===== src/rtl/cnn_row_window.sv =====
// cnn_row_window: K-row sliding window over a row stream with
// vertical stride, per-image last/frame-end marking and backpressure.
module cnn_row_window #(
  parameter int VALUE_BITS  = 8,
  parameter int WIDTH       = 28,
  parameter int IN_CHANNELS = 1,
  parameter int KERNAL_SIZE = 3,
  parameter int STRIDE      = 1
) (
  input  logic                  clock_i,
  input  logic                  reset_i,
  input  logic [VALUE_BITS-1:0] in_row_i [WIDTH][IN_CHANNELS],
  input  logic                  in_row_valid_i,
  output logic                  in_row_accept_o,
  input  logic                  in_row_last_i,
  output logic [VALUE_BITS-1:0] out_window_o
                                  [KERNAL_SIZE][WIDTH][IN_CHANNELS],
  output logic                  out_window_valid_o,
  input  logic                  out_window_ready_i,
  output logic                  out_window_last_o,
  output logic                  out_frame_end_o
);

  localparam int ROW_MAX = KERNAL_SIZE - 1 + STRIDE;
  localparam int RW = $clog2(ROW_MAX + 1);
  localparam int PW = (STRIDE > 1) ? $clog2(STRIDE) : 1;

  localparam logic [RW-1:0] ROW_FIRST = RW'(KERNAL_SIZE - 1);
  localparam logic [RW-1:0] ROW_SAT   = RW'(ROW_MAX);
  localparam logic [PW-1:0] PH_LAST   = PW'(STRIDE - 1);

  logic [VALUE_BITS-1:0] buf_q [KERNAL_SIZE][WIDTH][IN_CHANNELS];
  logic [VALUE_BITS-1:0] buf_d [KERNAL_SIZE][WIDTH][IN_CHANNELS];

  logic [RW-1:0] row_q, row_d;
  logic [PW-1:0] phase_q, phase_d;
  logic          valid_q, valid_d;
  logic          last_q, last_d;
  logic          pend_q, pend_d;

  logic take;
  logic drain;
  logic full;
  logic produce;

  // Handshake decode: row taken, window consumed, window produced.
  // The first window of an image comes from row K-1; later ones
  // every STRIDE rows, counted by phase.
  always_comb begin
    take    = in_row_valid_i & in_row_accept_o;
    drain   = valid_q & out_window_ready_i;
    full    = (row_q >= ROW_FIRST);
    produce = take & full &
              ((row_q == ROW_FIRST) | (phase_q == PH_LAST));
  end

  // Row shift register: new row enters at the top, oldest at 0.
  always_comb begin
    buf_d = buf_q;
    if (take) begin
      for (int k = 0; k < KERNAL_SIZE - 1; k++) begin
        buf_d[k] = buf_q[k+1];
      end
      buf_d[KERNAL_SIZE-1] = in_row_i;
    end
  end

  // Counters, window flags and deferred frame-end for rows that
  // end an image without producing a window.
  always_comb begin
    row_d   = row_q;
    phase_d = phase_q;
    valid_d = valid_q;
    last_d  = last_q;
    pend_d  = 1'b0;
    if (drain) begin
      valid_d = 1'b0;
      last_d  = 1'b0;
    end
    if (take) begin
      if (in_row_last_i) begin
        row_d   = '0;
        phase_d = '0;
        pend_d  = ~produce;
      end else begin
        if (row_q != ROW_SAT) begin
          row_d = row_q + 1'b1;
        end
        if (produce) begin
          phase_d = '0;
        end else if (full) begin
          phase_d = phase_q + 1'b1;
        end
      end
      if (produce) begin
        valid_d = 1'b1;
        last_d  = in_row_last_i;
      end
    end
  end

  // Row storage register.
  always_ff @(posedge clock_i or negedge reset_i) begin
    if (!reset_i) begin
      buf_q <= '{default: '0};
    end else begin
      buf_q <= buf_d;
    end
  end

  // Control state register.
  always_ff @(posedge clock_i or negedge reset_i) begin
    if (!reset_i) begin
      row_q   <= '0;
      phase_q <= '0;
      valid_q <= 1'b0;
      last_q  <= 1'b0;
      pend_q  <= 1'b0;
    end else begin
      row_q   <= row_d;
      phase_q <= phase_d;
      valid_q <= valid_d;
      last_q  <= last_d;
      pend_q  <= pend_d;
    end
  end

  // The window is the buffer itself: it only changes on a taken
  // row, and rows are refused while a window waits on ready.
  assign out_window_o       = buf_q;
  assign out_window_valid_o = valid_q;
  assign out_window_last_o  = last_q;
  assign in_row_accept_o    = reset_i &
                              (~valid_q | out_window_ready_i);
  assign out_frame_end_o    = pend_q | (drain & last_q);

endmodule


===== config.mk =====
export PLATFORM = sky130hd
export DESIGN_NAME = cnn_row_window
export DESIGN_NICKNAME = d
export VERILOG_FILES = /design/src/rtl/cnn_row_window.sv
export SDC_FILE = /design/constraint.sdc
export NUM_CORES = 1
export LEC_CHECK = 0
export CAP_MARGIN = 40
export CORE_AREA = 2 2 357 359
export CTS_BUF_LIST = sky130_fd_sc_hd__clkbuf_2 sky130_fd_sc_hd__clkbuf_4 sky130_fd_sc_hd__clkbuf_8
export DETAILED_ROUTE_END_ITERATION = 16
export DIE_AREA = 0 0 359 361
export GPL_TIMING_DRIVEN = 0
export RECOVER_POWER = 25
export SKIP_LAST_GASP = 1
export SYNTH_ARGS = -nofsm -noshare
export SYNTH_HDL_FRONTEND = slang
export SYNTH_SLANG_ARGS = --single-unit

===== constraint.sdc =====
create_clock -name clock_i -period 1.8 [get_ports clock_i]
set_clock_uncertainty 0.05 [all_clocks]
set_input_delay 0.36 -clock clock_i [delete_from_list [all_inputs] [get_ports clock_i]]
set_output_delay 0.36 -clock clock_i [all_outputs]
set_load 0.02 [all_outputs]

* After elaboration in Yosys (flattened, before gate mapping) *
Index checks and enable logic that the tools add are counted.

storage, ports and cells
  flip-flop bits (word level) = 678
  bits of input ports = 229
  output and inout bits = 676
  word-level logic and storage cells = 123

cells by class
  $add $sub $neg = 2
  order comparisons = 1
  equal/unequal tests = 2
  multiplexer cells = 13
  bitwise gates (word level) = 12
  reductions and logical operators = 4

operators with widths
  cell                                                            number
  1-bit 2-to-1 mux                                                11
  1-bit bitwise AND                                               6
  2-bit 2-to-1 mux                                                2
  2-bit AND reduction                                             2
  1-bit inverter                                                  3
  1-bit OR                                                        3
  3-bit nonzero test                                              1
  2-bit by 1-bit adder with 2-bit output (second input constant)  1
  2-bit == test (second input constant)                           1
  2-bit >= comparator (second input constant)                     1
  2-bit inequality test (second input constant)                   1
  2-bit nonzero test                                              1
  1-bit adder (second input constant)                             1

* Logic depth before layout (Yosys ltp) *
Gate-level depths: netlist of run 1.

  depth in word-level cells = 9
  depth in mapped cells = 6
  depth with buffers taken out = 4

* Worst setup path before layout of run 1 *
Ideal clock, no wire load.

  kind = register to register
  from = register valid_q (netlist: out_window_valid_o)
  to = register buf_q, in the netlist out_window_o[333]
  data arrival time = 1.536 ns
  required time = 1.625 ns
  setup slack = 0.089 ns
  stages on the path, launching flop included = 7
  buffers on the path = 3
  period minus slack after synthesis = 1.711 ns
  cell sequence = dfrtp_1 > nor2b_4 > nor2_2 > buf_6 > buf_6 > buf_6 > mux2_4

between the ends
  cells in the longest elaborated chain, start to end = 4

RTL lines
  what                      line  source
  start: declaration        37    logic valid_q, valid_d;
  start signal: assignment  122   valid_q <= valid_d;
  1-bit inverter            134   (~valid_q | out_window_ready_i);
  1-bit OR                  134
  1-bit bitwise AND         133   assign in_row_accept_o = reset_i &
  1-bit bitwise AND         50    take = in_row_valid_i & in_row_accept_o;
  end signal: assignment    107   buf_q <= buf_d;
  end: declaration          32    logic [VALUE_BITS-1:0] buf_q [KERNAL_SIZE][WIDTH][IN_CHANNELS];

Every way passes these cells.
A chain may end at the register's enable or synchronous reset.

* Worst setup path after layout of run 1 *
  from = input port reset_i
  to = register buf_q, in the netlist out_window_o[376]

between the ends
  cells in the longest elaborated chain, start to end = 2

RTL lines
  what                line  source
  start: declaration  11    input logic reset_i,
  1-bit bitwise AND   133
  1-bit bitwise AND   50

Every way passes these cells.

==> results of run 1 <==
==> timing repair <==
item | CTS | global route
gates resized for setup | 1029 | 3957
hold endpoints to repair | 388 | 257
buffers inserted | 33 | 434
gates cloned | 34 | 47
hold buffers | 72 | 10
setup endpoints to repair | 1352 | 1352
pin swaps | 1 | 0
==> synthesized netlist by cell type <==
cell and count:
inv_1 1, o2bb2ai_1 1, mux2_4 240, nor4b_1 1, o211ai_1 1, ha_1 2
a31o_2 1, nand2b_1 1, o21ai_0 1, nand3b_1 1, nand3_1 1, nand2_1 3
nor2_1 1, buf_6 28, o21a_1 1, nor2_2 1, and2_1 1, nor2b_4 1
buf_4 30, buf_2 16, mux2_2 433, dfrtp_1 678, or3_1 1, a21boi_0 1
nor2b_1 1, o41a_1 1, o2111ai_1 1
==> cell families after synthesis <==
group,count (synthesis)
buf+inv,75
fa+ha+maj,2
compound gates,8
flops,678
simple gates,13
mux,673
==> routing by layer <==
layer | global-route usage | routed length [um]
met3 | 0.0552 | 8490
met2 | 0.257 | 56100
met5 | 0.00592 | 136
met4 | 0.0547 | 4010
met1 | 0.178 | 45800
==> state kept, by name, indices dropped and copies added (netlist names) <==
name                count
phase_q                 1
row_q                   2
pend_q                  1
out_window_o          672
out_window_valid_o      1
out_window_last_o       1
==> power groups by stage <==
| stage | combinational (mW) | clock, mW | sequential [mW] |
|---|---|---|---|
| 4_1_cts | 29.2 | 16.5 | 25.7 |
| 3_3_place_gp | 29.8 | 0 | 25.6 |
| 6_report | 41.7 | 16.1 | 26.8 |
| 2_1_floorplan | 7.84 | 0 | 32.2 |
| 3_5_place_dp | 31.5 | 0 | 26.0 |
| 5_1_grt | 43.2 | 17.2 | 27.4 |
==> metrics by stage <==
stage | std cells | setup TNS, ps | util | worst slack, ps | total power [mW]
CTS | 4360 | -287260 | 0.340 | -336 | 71.4
detailed placement | 4009 | -1532500 | 0.299 | -2230 | 57.5
global placement | 4003 | - | 0.298 | -33520 | 55.3
floorplan | 1449 | 0 | - | 88.8 | 40.1
finish | 4836 | -110580 | 0.396 | -276 | 84.5
global route | 4836 | -194560 | 0.396 | -343 | 87.8
==> critical path, cell delays in order <==
cell,delay [ps]
clkbuf_2,220
clkbuf_1,220
buf_16,160
buf_16,150
buf_16,140
nand2_1,120
nor2_4,160
buf_12,140
buf_12,100
buf_16,140
buf_16,190
buf_12,130
buf_16,120
mux2_4,290
==> layout make-up <==
type	count	share of cell area
Inverter	1	0.0000757
Clock buffer	187	0.0479
Clock inverter	25	0.00623
Sequential cell	678	0.343
Tap cell	1650	0.0416
Buffer	61	0.0254
Multi-Input combinational cell	696	0.197
Timing Repair Buffer	1526	0.339
Antenna cell	12	0.000605
==> worst max-delay path by stage <==
stage                     slack (ps)                         start                             to
final                           -280                       reset_i  out_window_o[376]$_DFFE_PN0P_
after global routing            -340  out_window_valid_o$_DFF_PN0_                in_row_accept_o
after CTS                       -340  out_window_valid_o$_DFF_PN0_                in_row_accept_o
after detailed placement       -2230                       reset_i  out_window_o[229]$_DFFE_PN0P_
after global placement        -33520                       reset_i  out_window_o[635]$_DFFE_PN0P_
after floorplan                   90  out_window_valid_o$_DFF_PN0_  out_window_o[333]$_DFFE_PN0P_
==> summary.md, run 1 <==
| Metric | Value |
|---|---|
| Outcome | `finished with violations` |
| Vias after detailed routing | `19565` |
| Number of synthesized register bits | `about 680` |
| Die height | `361 um` |
| Most frequent cells in the layout | `buf_6 (686), dfrtp_1 (644), mux2_4 (530)` |
| Clk root buf | `clkbuf_8` |
| Commonest non-fill, non-tap cell in the layout | `buf_6` |
| RSZ-0062 raised after global routing | `true` |
| DRC | `0` |
| Final net count | `3315` |
| PortBufs | `904` |
| R2r setup slk | `-210 ps` |
| Post-synth net total | `1680` |
| Clk pin slew, worst setup/hold paths | `60 ps` |
| Final worst-path cycle share | `1.15` |
| Register area | `17000 um2` |
| Post-synthesis mux area share | `0.323` |
| Initial antenna violation count | `14` |
| Synth warnings | `0` |
| Pre-Repair DR Iteration Count | `7` |
| Static Leak | `23.1 nW` |
| Initial core utilization | `0.209` |
| Max Root-Sink Buffers | `3` |
| Clk sink count | `a little under 700` |
| Xor/xnor share of the synthesized area | `0` |
| Syn-to-layout area delta | `89.0%` |
| Crit Path Max Fanout | `8` |
| Area contributors post-synth | `dfrtp_1 (65%), mux2_2 (19%), mux2_4 (14%)` |
| Final setup violation count | `between 700 and 800` |
| Worst Setup Path Type | `input pin to register` |
| Worst Hold Slack | `between 100 and 150 ps` |
| Antenna Violating Nets Remaining | `0` |
| Worst Tran Pin Value | `~1500 ps` |
| Die area | `~130000 um2` |
| First-iteration detailed-routing DRC count | `875` |
| Layout cells sized above 1 | `0.696` |
| Worst EP arrival | `2690 ps` |
| Sequential element share of the synthesized area | `0.647` |
| Startpoint types | `input pin` |
| End of the worst hold path | `out_window_o[83]$_DFFE_PN0P_` |
| Internal power | `54.8 mW` |
| Max-Slew Margin vs Limit | `0.0164` |
| Crit path capture type | `register` |
| Setup ws final | `-276 ps` |
| P_sw | `29.8 mW` |
| Min-delay worst type | `input pin to register` |
| Compound-cell area share of the yosys netlist | `0.00248` |
| Post-synth top area cell | `dfrtp_1` |
| Worst reg2reg path depth | `9` |
| Largest net degree at the start of global routing | `112` |
| Gr usage total | `0.153` |
| Footprint of the multi-input gates | `9760 um2` |
| H-tree depth | `3` |
| Synth top area share | `0.647` |
| Pwr/cell area | `1700 nW/um2` |
| Part of the power in registers | `0.317` |
| Synth cell types | `27` |
| Max-slew violations | `0` |
| CTS Buf Count | `120` |
| Switching portion of total power | `0.352` |
| Vias in the first global route | `18883` |
| Overflow after GRT | `0` |
| Syn avg cell area | `18.1 um2` |
| Min-delay src | `in_row_i[83]` |
| Top-level I/O count | `905` |
| Maximum clock frequency | `482 MHz` |
| Endpoints failing hold | `0` |
| Clk pwr share | `0.190` |
| DP Area | `37500 um2` |
| Post-DR vias/cell | `4.05` |
| WP data required | `~2400 ps` |
| Violated checks | `negative setup slack` |
| Post-route cell area | `roughly 50000 um2` |
| Row count | `130` |
| Core area | `~130000 um2` |
| RR Startpoint | `out_window_valid_o$_DFF_PN0_` |
| DIE WIDTH | `around 360 um` |
| Adder-Cell Fraction of Synth Area | `0.000954` |
| Max-cap violation count | `0` |
| Fin crit period | `2080 ps` |
| Cell area after synthesis | `26200 um2` |
| Placer Congestion | `0.874` |
| Largest family of logic cells by synthesized area | `multiplexers` |
| Routed len/inst | `23.7 um` |
| Worst R2R End | `out_window_o[376]$_DFFE_PN0P_` |
| HPWL after DPL | `70400 um` |
| Drt total wl | `115000 um` |
| Hold path depth | `2` |
| Clock latency on the worst-skew pair | `810 ps` |
| Peak VDD IR | `about 1.1 mV` |
| CTS tree | `yes` |
| Synth Instances | `1449` |
| # fillers | `11441` |
| Comb pwr share | `0.493` |
| First-pass GRT wire length | `143000 um` |
| Share of synthesized cell area in and, or, nand and nor gates | `0.00310` |
Power figures use the tool's default switching activity.
==> run 2, diff against run 1 <==
Settings changed: TNS_END_PERCENT set to 50.
==> run 2 against run 1 <==
Effect of this change:
- the flow still finishes with violations (negative setup slack)
- global-route usage stayed put
- cell count is 4.6% lower
- critical path depth stayed put
- register-to-register slack worse by 20 ps
- count of clock-buffer cells in the layout stayed put
- non-clock buffer count is 220 lower
- maximum frequency is 2.2% higher
- die area stayed put
- via count is 5.0% lower
- combinational power is 17% lower
- total power is 9.2% lower
- final area is 7.2% lower
- critical endpoint is now out_window_o[434]$_DFFE_PN0P_
- largest cell class is now registers
==> summary.md, run 2 (same netlist as run 1, synthesis figures left out) <==
| Metric | Value |
|---|---|
| Outcome | `finished with violations` |
| Violated checks | `negative setup slack` |
| CTS tree | `yes` |
| # fillers | `11958 (+4.5%)` |
| Static Leak | `21.1 nW (-8.6%)` |
| H-tree depth | `3 (unchanged)` |
| Maximum clock frequency | `492 MHz (+2.2%)` |
| First-pass GRT wire length | `143000 um (unchanged)` |
| Crit path capture type | `register` |
| Register area | `17000 um2 (about the same)` |
| Max Root-Sink Buffers | `3 (unchanged)` |
| Post-DR vias/cell | `4.03 (-0.46%)` |
| Largest net degree at the start of global routing | `112 (unchanged)` |
| R2r setup slk | `-230 ps (-20 ps)` |
| Endpoints failing hold | `0 (unchanged)` |
| Pwr/cell area | `1670 nW/um2 (-2.1%)` |
| Startpoint types | `input pin` |
| Max-Slew Margin vs Limit | `0.0395 (+0.0231)` |
| Footprint of the multi-input gates | `9240 um2 (-5.3%)` |
| DP Area | `37500 um2 (unchanged)` |
| Post-route cell area | `46000 um2 (-7.2%)` |
| Final setup violation count | `1002 (+30%)` |
| Most frequent cells in the layout | `dfrtp_1 (645), mux2_4 (391), buf_6 (339)` |
| Worst path top cell family by delay | `buffers and inverters` |
| Fin crit period | `2030 ps (-45.1 ps)` |
| First-iteration detailed-routing DRC count | `664 (-24%)` |
| CP max stage delay | `300 ps (about the same)` |
| Initial core utilization | `0.209 (unchanged)` |
| Clk root buf | `clkbuf_8` |
| Worst Setup Path Type | `input pin to register` |
| Power Total | `76.8 mW (-9.2%)` |
| Die height | `361 um (unchanged)` |
| Worst Tran Pin Value | `1440 ps (-34.6 ps)` |
| Vias in the first global route | `18883 (unchanged)` |
| Final net count | `3095 (-6.6%)` |
| Core area | `125000 um2 (unchanged)` |
| Antenna Violating Nets Remaining | `0 (unchanged)` |
| Worst R2R End | `out_window_o[434]$_DFFE_PN0P_` |
| Vias after detailed routing | `18585 (-5.0%)` |
| Critical path origin | `reset_i` |
| Worst reg2reg path depth | `9 (unchanged)` |
| PortBufs | `904 (unchanged)` |
| Peak VDD IR | `0.976 mV (-7.5%)` |
| Non-Filler Instances | `4615 (-4.6%)` |
| Inst Count DP | `4009 (unchanged)` |
| Clk sink count | `678 (unchanged)` |
| Setup ws final | `-231 ps (+45.1 ps)` |
| Max-cap violation count | `0 (unchanged)` |
| Crit-path slowest cell | `mux2_4` |
| Dpl ws | `-2230 ps (unchanged)` |
| Die area | `130000 um2 (unchanged)` |
| Min-delay worst type | `input pin to asynchronous set/reset pin` |
| Crit-path most repeated cell | `buf_16` |
| Max FFs per register | `672 (unchanged)` |
| Top-level I/O count | `905 (unchanged)` |
| Crit Path Max Fanout | `7 (-1)` |
| RSZ-0062 raised after global routing | `true` |
| Initial antenna violation count | `13 (-1)` |
| Row count | `130 (unchanged)` |
| DRC | `0 (unchanged)` |
| Commonest non-fill, non-tap cell in the layout | `dfrtp_1` |
| Placer Congestion | `0.874 (unchanged)` |
| Clock latency on the worst-skew pair | `810 ps (about the same)` |
| DIE WIDTH | `359 um (unchanged)` |
| Overflow after GRT | `0 (unchanged)` |
| Drt total wl | `107000 um (-6.7%)` |
| Worst EP arrival | `2670 ps (-20 ps)` |
| CP Cell Sequence | `buf_16 > buf_16 > clkbuf_2 > buf_16 > buf_16 > nand2_1 > nor2_4 > buf_12 > buf_12 > buf_16 > buf_16 > buf_4 > buf_16 > mux2_4` |
| WP data required | `2440 ps (+20 ps)` |
| HPWL after DPL | `70400 um (unchanged)` |
| CTS Buf Count | `120 (unchanged)` |
| Pre-Repair DR Iteration Count | `4 (-3)` |
| Final worst-path cycle share | `1.13 (-0.0251)` |
| Max-slew violations | `0 (unchanged)` |
| Clk pin slew, worst setup/hold paths | `60 ps (about the same)` |
| Syn-to-layout area delta | `75.5%` |
| Gr usage total | `0.153 (unchanged)` |
| CP bufs+invs | `11 (unchanged)` |
| Layout cells sized above 1 | `0.559 (-0.137)` |
| RR Startpoint | `out_window_valid_o$_DFF_PN0_` |
| Routed len/inst | `23.2 um (-2.2%)` |
-- run 2: cell types whose count changed in the layout (fill, tap and decap cells not counted), sizes merged --
cell,before,now
buf,1234,689
clkbuf,238,215
clkdlybuf4s15,0,11
diode,12,11
dlygate4sd2,0,337
-- run 2: final cells by class --
| cell class | instances | share of cell area |
|---|---|---|
| antenna | 11 | 0.000598 |
| inverter | 1 | 0.0000815 |
| buffer | 64 | 0.0245 |
| clock inverter | 25 | 0.00671 |
| tap | 1650 | 0.0448 |
| sequential | 678 | 0.369 |
| timing repair buffer | 1303 | 0.302 |
| multi-input combinational | 696 | 0.201 |
| clock buffer | 187 | 0.0516 |
-- run 2: stage by stage --
stage               TNS [ps]  hold WS [ps]   util
floorplan                  0          14.4      -
global placement           -           430  0.298
detailed placement  -1532500           354  0.299
CTS                  -287260          -730  0.340
global route         -233680          19.2  0.367
finish               -109710          57.9  0.367
-- run 2: where the power goes --
part / total (mW) / switching [mW] / internal [mW]
Combinational: 34.8 / 16.2 / 18.6
Clock: 16.0 / 6.88 / 9.11
Sequential: 26.0 / 4.77 / 21.3
Total: 76.8 / 27.9 / 48.9
-- run 2: worst max path at each step --
stage                               endpoint  slack [ps]  cells past startpoint
3_3_place_gp   out_window_o[635]$_DFFE_PN0P_      -33520                      4
4_1_cts                      in_row_accept_o        -340                      3
3_5_place_dp   out_window_o[229]$_DFFE_PN0P_       -2230                      8
2_1_floorplan  out_window_o[333]$_DFFE_PN0P_          90                      6
6_report       out_window_o[434]$_DFFE_PN0P_        -230                     14
5_1_grt                      in_row_accept_o        -340                      3
-- run 2: worst register-to-register path, stage by stage (launching register included) --
cell and delay (ps):
dfrtp_1 390, nor2b_4 210, nor2_4 50, buf_12 140
buf_12 130, buf_16 160, buf_16 180, buf_4 180
buf_16 140, mux2_4 290
-- run 2: metal layers --
layer / wire length [um] / global-route usage
met4: 3630 / 0.0547
met5: 135 / 0.00592
met3: 7780 / 0.0552
met2: 52800 / 0.257
met1: 42600 / 0.178
-- run 2: repair_timing --
| action | 4_1_cts | 5_1_grt |
|---|---|---|
| buffers inserted | 33 | 229 |
| hold endpoints to repair | 388 | 257 |
| setup endpoints to repair | 1352 | 1352 |
| gates resized for setup | 1029 | 1937 |
| gates cloned | 34 | 24 |
| pin swaps | 1 | 0 |
| hold buffers | 72 | 10 |
==> run 3, diff against run 2 <==
Settings changed: CTS_CLUSTER_DIAMETER set to 50.
==> run 3 against run 2 <==
Effect of this change:
- critical path type is now register to register
- sequential power barely moved
- non-clock buffer count fell by 129
- setup slack got worse by 22 ps
- flip-flop and latch count did not move
- first-iteration DRC count rose by 11%
- total power fell by 2.1%
- the run still ends with negative setup slack left
- wire length fell by 2.9%
- worst hold slack got worse by 52 ps
- via count fell by 3.3%
- combinational power fell by 5%
- die area did not move
==> summary.md, run 3 (same netlist as run 1, synthesis figures left out) <==
| Metric | Value |
|---|---|
| Overflow after GRT | `0 (unchanged)` |
| CP max stage delay | `410 ps (+110 ps)` |
| Worst Hold Slack | `5.49 ps (-52.4 ps)` |
| Crit-path slowest cell | `dfrtp_1` |
| Gr usage total | `0.151 (-0.00123)` |
| P_sw | `27.4 mW (-1.4%)` |
| First-pass GRT wire length | `141000 um (-1.5%)` |
| Top-level I/O count | `905 (unchanged)` |
| Placer Congestion | `0.874 (unchanged)` |
| Crit-path most repeated cell | `buf_16` |
| Crit Path Max Fanout | `9 (+2)` |
| DRC | `0 (unchanged)` |
| Max-cap violation count | `0 (unchanged)` |
| Die height | `361 um (unchanged)` |
| RSZ-0062 raised after global routing | `true` |
| HPWL after DPL | `70400 um (unchanged)` |
| Clk pwr share | `0.216 (+0.008)` |
| Non-Filler Instances | `4491 (-2.7%)` |
| Static Leak | `20.3 nW (-4.0%)` |
| Comb pwr share | `0.439 (-0.014)` |
| Die area | `130000 um2 (unchanged)` |
| Worst Tran Pin Value | `1420 ps (-20.6 ps)` |
| Switching portion of total power | `0.365 (+0.00241)` |
| Post-route cell area | `44300 um2 (-3.8%)` |
| Final net count | `2978 (-3.8%)` |
| Clk root buf | `clkbuf_8` |
| Drt total wl | `104000 um (-2.9%)` |
| Max FFs per register | `672 (unchanged)` |
| # fillers | `12223 (+2.2%)` |
| Min-delay worst type | `input pin to asynchronous set/reset pin` |
| Most frequent cells in the layout | `dfrtp_1 (648), dlygate4sd2_1 (408), mux2_4 (373)` |
| WP data required | `2420 ps (-20 ps)` |
| PortBufs | `904 (unchanged)` |
| Internal power | `47.7 mW (-2.5%)` |
| First-iteration detailed-routing DRC count | `736 (+11%)` |
| Pre-Repair DR Iteration Count | `5 (+1)` |
| Sum Neg Setup Slack | `-132710 ps (-23010 ps)` |
| Vias after detailed routing | `17963 (-3.3%)` |
| Violated checks | `negative setup slack` |
| CP Cell Sequence | `nor2b_4 > nor2_4 > buf_6 > buf_16 > buf_16 > buf_6 > buf_16 > mux2_4` |
| Vias in the first global route | `18536 (-1.8%)` |
| Clk sink count | `678 (unchanged)` |
| DIE WIDTH | `359 um (unchanged)` |
| Dpl ws | `-2230 ps (unchanged)` |
| Startpoint types | `register` |
| DP Area | `37500 um2 (unchanged)` |
| Setup ws final | `-253 ps (-22.3 ps)` |
| Clk pin slew, worst setup/hold paths | `60 ps (about the same)` |
| Row count | `130 (unchanged)` |
| Final setup violation count | `1013 (+1.1%)` |
| Syn-to-layout area delta | `68.9%` |
| Routed len/inst | `23.1 um (-0.18%)` |
| Peak VDD IR | `1.07 mV (+9.7%)` |
| Antenna Violating Nets Remaining | `0 (unchanged)` |
| Crit path capture type | `register` |
| Part of the power in registers | `0.345 (+0.006)` |
| Post-DR vias/cell | `4.00 (-0.68%)` |
| Endpoints failing hold | `0 (unchanged)` |
| CTS tree | `yes` |
| Max Root-Sink Buffers | `3 (unchanged)` |
| Core Util, Final | `0.353 (-0.0138)` |
| Clock latency on the worst-skew pair | `790 ps (-20 ps)` |
| Core area | `125000 um2 (unchanged)` |
| Outcome | `finished with violations` |
| Power Total | `75.2 mW (-2.1%)` |
| Worst Setup Path Type | `register to register` |
| Pwr/cell area | `1700 nW/um2 (+1.7%)` |
| Layout cells sized above 1 | `0.537 (-0.0227)` |
| Final worst-path cycle share | `1.14 (+0.0124)` |
| Maximum clock frequency | `487 MHz (-1.1%)` |
| H-tree depth | `4 (+1)` |
| Initial antenna violation count | `11 (-2)` |
| Inst Count DP | `4009 (unchanged)` |
| Largest net degree at the start of global routing | `112 (unchanged)` |
| CTS Buf Count | `132 (+10%)` |
| Fin crit period | `2050 ps (+22.3 ps)` |
| Max-slew violations | `0 (unchanged)` |
| Commonest non-fill, non-tap cell in the layout | `dfrtp_1` |
| Max-Slew Margin vs Limit | `0.0532 (+0.0137)` |
| Worst EP arrival | `2680 ps (about the same)` |
| Initial core utilization | `0.209 (unchanged)` |
==> run 3: critical path: cells and delay by family (launching register included) <==
family                 cells  cell delay (ps)
flip-flops                 1              410
multiplexers               1              300
buffers and inverters      5              760
AND/OR/NAND/NOR            2              390
==> run 3: timing repair <==
| item | 4_1_cts | 5_1_grt |
|---|---|---|
| setup endpoints to repair | 1352 | 1352 |
| pin swaps | 1 | 1 |
| endpoints found under the hold margin | 324 | 257 |
| setup buffers | 32 | 185 |
| cloned | 32 | 13 |
| hold buffers | 5 | 13 |
| gates resized for setup | 1012 | 1519 |
==> run 3: power by group through the flow <==
stage / sequential (mW) / combinational [mW] / clock [mW]
3_5_place_dp: 26.0 / 31.5 / 0
2_1_floorplan: 32.2 / 7.84 / 0
4_1_cts: 25.7 / 28.9 / 16.7
5_1_grt: 26.7 / 34.4 / 17.5
3_3_place_gp: 25.6 / 29.8 / 0
6_report: 25.9 / 33.0 / 16.2
==> run 3: final timing paths <==
| kind | slack [ps] | end | cells after the start | start |
|---|---|---|---|---|
| min in group clock_i | 120 | out_window_o[50]$_DFFE_PN0P_ | 2 | in_row_i[50] |
| worst max-delay path | -250 | out_window_o[540]$_DFFE_PN0P_ | 8 | out_window_valid_o$_DFF_PN0_ |
| worst max register to register | -250 | out_window_o[540]$_DFFE_PN0P_ | 8 | out_window_valid_o$_DFF_PN0_ |
| max in group asynchronous | 80 | out_window_o[524]$_DFFE_PN0P_ | 7 | reset_i |
| worst min-delay path | 5 | out_window_o[381]$_DFFE_PN0P_ | 5 | reset_i |
| worst min register to register | 440 | phase_q$_DFFE_PN0P_ | 1 | phase_q$_DFFE_PN0P_ |
==> run 3: layout make-up <==
cell class | count | area [um2] | share of cell area
well taps | 1650 | 2060 | 0.0466
clock inverters | 28 | 350 | 0.00791
inverters | 1 | 3.75 | 0.0000847
plain buffers | 66 | 1190 | 0.0269
flip-flops and latches | 678 | 17000 | 0.384
diodes | 8 | 20.0 | 0.000452
multi-input cells | 696 | 9170 | 0.207
repair buffers | 1172 | 12100 | 0.273
clock buffers | 192 | 2400 | 0.0543
==> run 3: layer usage <==
| layer | up-vias | global-route usage | share of wire |
|---|---|---|---|
| met3 | 160 | 0.0578 | 0.080 |
| met4 | 4 | 0.0558 | 0.029 |
| li1 | 7802 | - | - |
| met2 | 698 | 0.253 | 0.49 |
| met1 | 9299 | 0.176 | 0.40 |
| met5 | - | 0 | 0.00029 |
